<file path="config.mk">
export PLATFORM = sky130hd
export DESIGN_NAME = disp_scan_ctrl
export DESIGN_NICKNAME = d
export VERILOG_FILES = /design/src/rtl/disp_pkg.sv /design/src/rtl/disp_scan_ctrl_seg_decoder.sv /design/src/rtl/disp_scan_ctrl.sv
export SDC_FILE = /design/constraint.sdc
export NUM_CORES = 1
export LEC_CHECK = 0
export ABC_AREA = 1
export BUFFER_PORTS_ARGS = -buffer_cell sky130_fd_sc_hd__buf_2
export CAP_MARGIN = 20
export CELL_PAD_IN_SITES_DETAIL_PLACEMENT = 0
export CELL_PAD_IN_SITES_GLOBAL_PLACEMENT = 1
export CORE_MARGIN = 10
export CORE_UTILIZATION = 45
export CTS_CLUSTER_DIAMETER = 50
export DETAILED_ROUTE_END_ITERATION = 10
export PLACE_DENSITY = 0.9
export SYNTH_ARGS = -nofsm -noshare
export SYNTH_HDL_FRONTEND = slang
export SYNTH_SLANG_ARGS = --single-unit
</file>
<file path="constraint.sdc">
create_clock -name clk -period 5.51 [get_ports clk]
set_input_delay 0 -clock clk [delete_from_list [all_inputs] [get_ports clk]]
set_output_delay 0 -clock clk [all_outputs]
set_load 0.01 [all_outputs]
</file>
<file path="src/rtl/disp_pkg.sv">
// Shared constants and types for the 6-digit 7-segment scan controller.
package disp_pkg;

  localparam int NUM_DIG = 6;

  localparam logic [6:0] SEG_OFF  = 7'h7F;
  localparam logic [5:0] DIG_OFF  = 6'h3F;
  localparam logic [6:0] SEG_DASH = 7'h3F;

  // Which digit pair flashes.
  typedef enum logic [1:0] {
    BLINK_NONE = 2'b00,
    BLINK_LO   = 2'b01,
    BLINK_MID  = 2'b10,
    BLINK_HI   = 2'b11
  } blink_sel_e;

endpackage

</file>
<file path="src/rtl/disp_scan_ctrl_seg_decoder.sv">
// BCD nibble to active-low {g,f,e,d,c,b,a} segment pattern; non-BCD shows a dash.
module seg_decoder
  import disp_pkg::*;
(
  input  logic [3:0] bcd_i,
  output logic [6:0] seg_n_o
);

  // Pure lookup; anything above 9 falls through to the dash pattern.
  always_comb begin
    seg_n_o = SEG_DASH;
    case (bcd_i)
      4'd0: seg_n_o = 7'h40;
      4'd1: seg_n_o = 7'h79;
      4'd2: seg_n_o = 7'h24;
      4'd3: seg_n_o = 7'h30;
      4'd4: seg_n_o = 7'h19;
      4'd5: seg_n_o = 7'h12;
      4'd6: seg_n_o = 7'h02;
      4'd7: seg_n_o = 7'h78;
      4'd8: seg_n_o = 7'h00;
      4'd9: seg_n_o = 7'h10;
      default: seg_n_o = SEG_DASH;
    endcase
  end

endmodule

</file>
<file path="src/rtl/disp_scan_ctrl.sv">
// Time-multiplexed 6-digit 7-segment scan controller.
// Input word is snapshotted once per frame; each digit slot starts with a
// short all-off window to suppress ghosting; selected digit pairs flash.
// Optional macro DISP_COLON_DP_EN: drive decimal points on digits 2 and 4
// as flashing separators; without it dp_n is constant 1.
module disp_scan_ctrl
  import disp_pkg::*;
#(
  parameter int SCAN_DIV     = 16,
  parameter int BLANK_CYC    = 2,
  parameter int BLINK_FRAMES = 64
) (
  input  logic        clk,
  input  logic        rst_n,
  input  logic        disp_en,
  input  logic [23:0] time_date,
  input  logic [1:0]  blink,
  output logic [6:0]  seg_n,
  output logic [5:0]  dig_n,
  output logic        frame_start,
  output logic        dp_n
);

  localparam int CW = $clog2(SCAN_DIV);
  localparam int FW = (BLINK_FRAMES > 1) ? $clog2(BLINK_FRAMES) : 1;
  localparam logic [CW-1:0] CNT_LAST = CW'(SCAN_DIV - 1);
  localparam logic [FW-1:0] FRM_LAST = FW'(BLINK_FRAMES - 1);
  localparam logic [2:0]    DIG_LAST = 3'(NUM_DIG - 1);

  logic [CW-1:0] cnt_q, cnt_d;
  logic [2:0]    dig_idx_q, dig_idx_d;
  logic [FW-1:0] frame_cnt_q, frame_cnt_d;
  logic          blink_phase_q, blink_phase_d;
  logic [23:0]   shadow_td_q, shadow_td_d;
  blink_sel_e    shadow_blink_q, shadow_blink_d;

  logic [6:0] seg_q, seg_d;
  logic [5:0] dig_q, dig_d;
  logic       frame_start_q;

  logic       slot_end, frame_wrap;
  logic       in_window, pair_sel, lit;
  logic [3:0] cur_bcd;
  logic [6:0] dec_seg;

  assign slot_end   = (cnt_q == CNT_LAST);
  assign frame_wrap = slot_end && (dig_idx_q == DIG_LAST);

  // Scan/frame/blink counters and the once-per-frame input snapshot.
  always_comb begin
    cnt_d          = cnt_q + 1'b1;
    dig_idx_d      = dig_idx_q;
    frame_cnt_d    = frame_cnt_q;
    blink_phase_d  = blink_phase_q;
    shadow_td_d    = shadow_td_q;
    shadow_blink_d = shadow_blink_q;
    if (slot_end) begin
      cnt_d     = '0;
      dig_idx_d = (dig_idx_q == DIG_LAST) ? 3'd0 : dig_idx_q + 3'd1;
    end
    if (frame_wrap) begin
      shadow_td_d    = time_date;
      shadow_blink_d = blink_sel_e'(blink);
      if (frame_cnt_q == FRM_LAST) begin
        frame_cnt_d   = '0;
        blink_phase_d = ~blink_phase_q;
      end else begin
        frame_cnt_d = frame_cnt_q + 1'b1;
      end
    end
  end

  // De-ghost window: with no blank cycles every count is inside the lit window.
  generate
    if (BLANK_CYC == 0) begin : g_no_blank
      assign in_window = 1'b1;
    end else begin : g_blank
      assign in_window = (cnt_q >= CW'(BLANK_CYC));
    end
  endgenerate

  // Does the snapshotted blink field cover the digit currently scanned?
  always_comb begin
    pair_sel = 1'b0;
    case (shadow_blink_q)
      BLINK_LO:  pair_sel = (dig_idx_q[2:1] == 2'd0);
      BLINK_MID: pair_sel = (dig_idx_q[2:1] == 2'd1);
      BLINK_HI:  pair_sel = (dig_idx_q[2:1] == 2'd2);
      default:   pair_sel = 1'b0;
    endcase
  end

  assign lit = in_window & disp_en & ~(blink_phase_q & pair_sel);

  // Select the nibble of the digit being scanned from the snapshot.
  always_comb begin
    cur_bcd = shadow_td_q[3:0];
    case (dig_idx_q)
      3'd1:    cur_bcd = shadow_td_q[7:4];
      3'd2:    cur_bcd = shadow_td_q[11:8];
      3'd3:    cur_bcd = shadow_td_q[15:12];
      3'd4:    cur_bcd = shadow_td_q[19:16];
      3'd5:    cur_bcd = shadow_td_q[23:20];
      default: cur_bcd = shadow_td_q[3:0];
    endcase
  end

  seg_decoder u_seg_decoder (
    .bcd_i   (cur_bcd),
    .seg_n_o (dec_seg)
  );

  assign seg_d = lit ? dec_seg : SEG_OFF;
  assign dig_d = lit ? ~(6'b000001 << dig_idx_q) : DIG_OFF;

  // State and output registers; reset blanks the display immediately.
  always_ff @(posedge clk or negedge rst_n) begin
    if (!rst_n) begin
      cnt_q          <= '0;
      dig_idx_q      <= '0;
      frame_cnt_q    <= '0;
      blink_phase_q  <= 1'b0;
      shadow_td_q    <= '0;
      shadow_blink_q <= BLINK_NONE;
      seg_q          <= SEG_OFF;
      dig_q          <= DIG_OFF;
      frame_start_q  <= 1'b0;
    end else begin
      cnt_q          <= cnt_d;
      dig_idx_q      <= dig_idx_d;
      frame_cnt_q    <= frame_cnt_d;
      blink_phase_q  <= blink_phase_d;
      shadow_td_q    <= shadow_td_d;
      shadow_blink_q <= shadow_blink_d;
      seg_q          <= seg_d;
      dig_q          <= dig_d;
      frame_start_q  <= frame_wrap;
    end
  end

  assign seg_n       = seg_q;
  assign dig_n       = dig_q;
  assign frame_start = frame_start_q;

`ifdef DISP_COLON_DP_EN
  logic dp_q, dp_d;
  assign dp_d = ~(lit & ~blink_phase_q & ((dig_idx_q == 3'd2) | (dig_idx_q == 3'd4)));

  // Separator dots follow the lit window of digits 2 and 4, flashing with blink_phase.
  always_ff @(posedge clk or negedge rst_n) begin
    if (!rst_n) dp_q <= 1'b1;
    else        dp_q <= dp_d;
  end

  assign dp_n = dp_q;
`else
  assign dp_n = 1'b1;
`endif

endmodule

</file>
After elaboration in Yosys (flattened, before gate mapping)
Memory sizes are Yosys's and may differ from the RTL's.
Cells that the tools add are included.
- $add $sub $neg: 3
- order comparisons: 1
- equal/unequal tests: 12
- shift operators: 1
- mux-type cells: 7
- bitwise logic cells: 6
- reduce and logical (&&, ||, !) cells: 3
- operator list (cell ; number):
    $pmux W4 S5 ; 1
    $mux W6 ; 2
    $mux W7 ; 1
    $add A6 B1 Y6 const B ; 1
    $eq A2 B2 Y1 const B ; 3
    $eq A3 B2 Y1 const B ; 2
    $eq A3 B3 Y1 const B ; 2
    $eq A6 B6 Y1 const B ; 1
    $not A6 Y6 ; 1
    $shl A1 B3 Y6 const A ; 1
    $add A4 B1 Y4 const B ; 1
    $eq A2 B1 Y1 const B ; 2
    $eq A4 B4 Y1 const B ; 1
    $ge A4 B2 Y1 const B ; 1
    $mux W4 ; 1
    $add A3 B1 Y3 const B ; 1
    $and A1 B1 Y1 ; 3
    $eq A3 B1 Y1 const B ; 1
    $mux W3 ; 1
    $pmux W1 S3 ; 1
    $logic_not A2 Y1 ; 1
    $not A1 Y1 ; 2
    $reduce_and A2 Y1 ; 1
    $logic_and A1 B1 Y1 ; 1
- register bits: 54
- ROM bits: 112
- input port bits: 29
- output and inout bits: 15
- word-level logic and storage cells: 43
- memories: 1
- memories (memory ; depth ; width ; read ports ; clocked after memory_dff ; write ports ; line ; source):
    (name not given) ; 16 ; 7 ; 1 ; 0 ; 0 ; disp_scan_ctrl_seg_decoder.sv:12 ; case (bcd_i)

Longest topological paths before layout
- depth after elaboration: 6
- depth in mapped cells: 15
- mapped depth without buffers: 14

Hierarchy
A second synthesis with hierarchy kept.
- cell total of the unflattened synthesis: 321
- area, all modules: 2695.1 um^2
- by module, submodules not included (module ; times used ; cells an instance ; area each (um^2) ; sequential area each (um^2)):
    disp_scan_ctrl ; 1 ; 286 ; 2507.4 ; 1367.6
    seg_decoder ; 1 ; 35 ; 187.7 ; 0.0

Worst setup path before layout
OpenSTA, ideal clock, no wires.
- kind: register -> register
- start point: reg dig_idx_q[0]
- end point: reg seg_q[3] (netlist: seg_n[3])
- setup time: 0.061 ns
- arrival time: 1.836 ns
- required time: 5.449 ns
- setup slack: 3.613 ns
- stages on the path, launching flop included: 16
- buffers on the path: 1
- period minus slack after synthesis: 1.897 ns
- cell sequence: dfrtp_1 > buf_4 > nand2_1 > inv_1 > ha_1 > nand2_1 > nand2_1 > nor2_1 > nand2_1 > o21ai_1 > ha_1 > inv_1 > nand2_1 > nand2_1 > nand2_1 > nand2_1
- longest elaborated chain between the ends: 4
- elaborated cells on any way between the ends: 8
- classes of those cells: eq/ne: 5; mux: 2; memory: 1
- RTL lines (element ; line ; source):
    start: declaration ; disp_scan_ctrl.sv:31 ; logic [2:0] dig_idx_q, dig_idx_d;
    start signal: assignment ; disp_scan_ctrl.sv:130 ; dig_idx_q <= dig_idx_d;
    $eq A3 B3 Y1, or another cell as far along ; disp_scan_ctrl.sv:98 ; case (dig_idx_q)
    $pmux W4 S5 * ; disp_scan_ctrl.sv:98 ;
    $mem_v2 Z16 W7 * ; n/a ;
    $mux W7 * ; disp_scan_ctrl.sv:113 ; assign seg_d = lit ? dec_seg : SEG_OFF;
    net seg_d[3] ; disp_scan_ctrl.sv:37 ; logic [6:0] seg_q, seg_d;
    end signal: assignment ; disp_scan_ctrl.sv:135 ; seg_q <= seg_d;
    end: declaration ; disp_scan_ctrl.sv:37 ;
The timed path passes the listed nets; every way through them passes the cells marked *.
A chain may end at the register's enable or synchronous reset.

Final worst setup path
- start point: reg dig_idx_q[0]
- end point: reg frame_cnt_q[5]
- longest elaborated chain between the ends: 2
- RTL lines (element ; line ; source):
    $eq A3 B3 Y1 ; disp_scan_ctrl.sv:47 ; assign frame_wrap = slot_end && (dig_idx_q == DIG_LAST);
    $logic_and A1 B1 Y1 ; disp_scan_ctrl.sv:47 ;
    end signal: assignment ; disp_scan_ctrl.sv:131 ; frame_cnt_q <= frame_cnt_d;
    end: declaration ; disp_scan_ctrl.sv:32 ; logic [FW-1:0] frame_cnt_q, frame_cnt_d;
No other way between the ends.

==> results.md <==
* Run status: completed
* Worst path max stage delay at 0.65 ns
* Sequential share of the synthesized area at 0.516
* Hold WC Path Type: in -> reg
* Initial antenna violation count at 0
* Count of boundary I/O pins at 44
* Global-route wire length before repair at 9990 um
* Die width at 96.7 um
* IR drop worst, VDD at 0.140 mV
* Type of element launching the critical path: register
* Number of buffer and inverter stages on the critical path at 3
* Remaining global-route overflow at 0
* Worst-Margin Slew at 0.837 ns
* Max Fclk at 409 MHz
* Min cycle time layout at 2.44 ns
* Most numerous cell on the critical path: sky130_fd_sc_hd__nand2_1
* Endpoint arrival time on the critical path at 2.64 ns
* Maximum number of buffers from clock root to sink at 2
* Post-Route WL at 5580 um
* Die Y at 96.7 um
* Number of cells on the worst reg-to-reg path at 8
* Final estimated routing congestion in global placement at 0.861
* Area growth from synthesis to final layout at 22.9%
* Yosys warns at 0
* Number of nets with antenna violations after detailed routing at 0
* Fraction of post-synthesis cell area in the top cell type by area at 0.387
* CTS Root Buffer Type: sky130_fd_sc_hd__clkbuf_8
* DRC errors left at 0
* Diode insertion count for antenna repair at 0
* Max Cap Viol at 0
* Initial cell density of the core at 0.472
* Syn nets at 343
* Worst Clk Skew at 0.0106 ns
* Post-synthesis instance area at 0.00265 mm2
* Maximum number of pins on one net before global-route repair at 55
* Power per Cell Area at 199 mW/mm2
* Fill cells at 557
* Number of unique standard cell types used by synthesis at 37
* Final core utilization at 0.580
* Setup repair after global routing missed its margin: false
* Required time of the worst setup path at 5.71 ns
* Iteration-0 DRC count of the detailed router at 119
* Number of hold violations in the final report at 0
* Relative slew slack at 0.441
* H-tree lvl count at 2
* Length of the first detailed-routing pass in iterations at 4
* Number of instances on the worst hold path at 4
* Detail-routed net length per standard cell at 12.5 um
* Count of port buffers added during placement at 42
* Critical Path Slowest Stage Cell: sky130_fd_sc_hd__inv_1
* Core Footprint at 0.00561 mm2
* Number of gates on the worst path with buffers counted at 8
* Critical Setup Path Class: reg -> reg
* Category of the worst setup path capture point: register
* Count of clock tree sinks at 54
* Nets at 411
* Mean cell area of the mapped netlist at 8.66 um2
* Crit-path cells: inv_2 -> nor2_8 -> nand2_1 -> buf_4 -> inv_1 -> nand2_1 -> nand2_1 -> a31oi_1
* Post-CTS setup buffers at 0
* Overall global routing resource usage at 0.124
* Clock Latency Late Sink at 0.31 ns
* Final Slew Violations at 0
* Static Leak at 1.54 nW
* Clock transition at the registers of the reported paths at 0.10 ns
* Number of resized instances in the post-cts repair step at 0
* Total vias in the final route at 2077
* Via count normalized by instance count at 4.65
* Post-DP HPWL at 4130 um
* Number of storage elements in the synthesis netlist at 54
* Share of layout cells above drive strength 1 at 0.248
* Top cell type by total area after synthesis: sky130_fd_sc_hd__dfrtp_1
* Cts bufs inserted at 5
* Via count of the first global-routing pass at 2124
* Cell Rows at 27
* Biggest area contributors in the synthesized netlist: sky130_fd_sc_hd__dfrtp_1 39%, sky130_fd_sc_hd__nand2_1 19%, sky130_fd_sc_hd__dfstp_2 13%, sky130_fd_sc_hd__ha_1 3.8%, sky130_fd_sc_hd__nand3_1 3.2%
* Portion of the clock cycle consumed by the worst path in the final layout at 0.443
* Setup tns final at 0 ns
* Area after detailed placement at 0.00289 mm2
* Setup-violating endpoint count in the final report at 0
* CP top delay family: buffers and inverters
* Clock tree from TritonCTS: built
* Crit-path max FO at 33
* Finished layout cell area at 0.00325 mm2
* Die outline area at 0.00935 mm2
* Synthesized instance count at 306
## layout by cell type (no fill, tap or decap), types with 3 or more instances in the layout
cell type and instances:
sky130_fd_sc_hd__inv_1 14, sky130_fd_sc_hd__ha_1 8, sky130_fd_sc_hd__nand2_2 4, sky130_fd_sc_hd__dfrtp_1 41, sky130_fd_sc_hd__nor2_4 3, sky130_fd_sc_hd__nand3_1 17, sky130_fd_sc_hd__xor2_1 5, sky130_fd_sc_hd__clkbuf_8 5
sky130_fd_sc_hd__dfstp_2 13, sky130_fd_sc_hd__dlygate4sd3_1 27, sky130_fd_sc_hd__inv_2 8, sky130_fd_sc_hd__nand2_1 131, sky130_fd_sc_hd__buf_2 42, sky130_fd_sc_hd__nand4_1 6, sky130_fd_sc_hd__a21oi_1 4, sky130_fd_sc_hd__nor2_1 15
sky130_fd_sc_hd__o21ai_0 4
## worst paths after layout
path / start / endpoint / slack, ns
max: dig_idx_q[0]$_DFFE_PN0N_ / frame_cnt_q[5]$_DFFE_PN0P_ / 3.07
min: disp_en / dig_n[2]$_DFF_PN1_ / 0.04
max reg2reg: dig_idx_q[0]$_DFFE_PN0N_ / frame_cnt_q[5]$_DFFE_PN0P_ / 3.07
min reg2reg: frame_cnt_q[5]$_DFFE_PN0P_ / frame_cnt_q[5]$_DFFE_PN0P_ / 0.47
max in group asynchronous: rst_n / shadow_td_q[3]$_DFFE_PN0P_ / 4.76
min in group asynchronous: rst_n / shadow_td_q[7]$_DFFE_PN0P_ / 0.32
## worst register-to-register path, stage by stage (launching register included)
cell and delay (ns):
sky130_fd_sc_hd__dfrtp_1 0.62, sky130_fd_sc_hd__inv_2 0.18, sky130_fd_sc_hd__nor2_8 0.16, sky130_fd_sc_hd__nand2_1 0.06, sky130_fd_sc_hd__buf_4 0.22, sky130_fd_sc_hd__inv_1 0.66, sky130_fd_sc_hd__nand2_1 0.20, sky130_fd_sc_hd__nand2_1 0.15
sky130_fd_sc_hd__a31oi_1 0.09
## synth_stat cells, drive strengths merged
cell	count
a21oi	6
clkinv	1
xor2	5
dfstp	13
nand4	6
buf	10
nand3b	1
a21boi	1
conb	1
nor4	1
dfrtp	41
nand3	19
inv	22
o21ai	7
a31oi	1
xnor2	1
ha	8
nor2	20
nor3	2
a22oi	1
o31ai	1
o211ai	1
nand2	137
## stage by stage
stage | total power [mW] | hold slack [ns] | std cells | worst slack, ns
finish | 0.646 | 0.0432 | 447 | 3.07
global route | 0.671 | 0.0853 | 447 | 2.78
CTS | 0.655 | 0.0435 | 447 | 3.06
detailed placement | 0.422 | 0.158 | 412 | 3.06
global placement | 0.422 | 0.149 | 412 | 3.15
floorplan | 0.405 | -0.296 | 306 | 3.61
## cell type report
cell class	instances	area, um2	share of cell area
clock buffers	5	68.8	0.0211
flip-flops and latches	54	1370	0.420
inverters	23	86.3	0.0265
repair buffers	71	495	0.152
clock inverters	3	21.3	0.00654
well taps	72	90.1	0.0277
multi-input cells	219	1120	0.346
## logic make-up after synthesis
family	after synthesis	synth area share
other	1	0.00142
adder cells (fa/ha/maj)	8	0.0378
buffers and inverters	33	0.0590
AO/OA/AOI/OAI	18	0.0501
AND/OR/NAND/NOR	186	0.316
XOR/XNOR	6	0.0198
flip-flops	54	0.516
## routing by layer
layer,share of wire,GRT usage,vias to the layer above
met4,0.0079,0.0338,0
li1,-,-,1094
met2,0.46,0.186,38
met3,0.054,0.0397,4
met5,0,0,-
met1,0.47,0.168,941
## registers in the layout, indices dropped and copies added, names as in the netlist
name            count
dig_n               6
shadow_blink_q      2
frame_cnt_q         6
shadow_td_q        24
seg_n               7
frame_start         1
blink_phase_q       1
dig_idx_q           3
cnt_q               4
## what timing repair did
item                       CTS  global route
hold endpoints to repair    67             0
setup endpoints to repair    0             0
hold buffers                27             0
## report_power, final
part | switching (mW) | internal (mW) | leakage, nW
logic | 0.0125 | 0.0198 | 0.935
clock network | 0.128 | 0.0895 | 0.0441
registers | 0 | 0.397 | 0.559
Power figures use the tool's default switching activity.
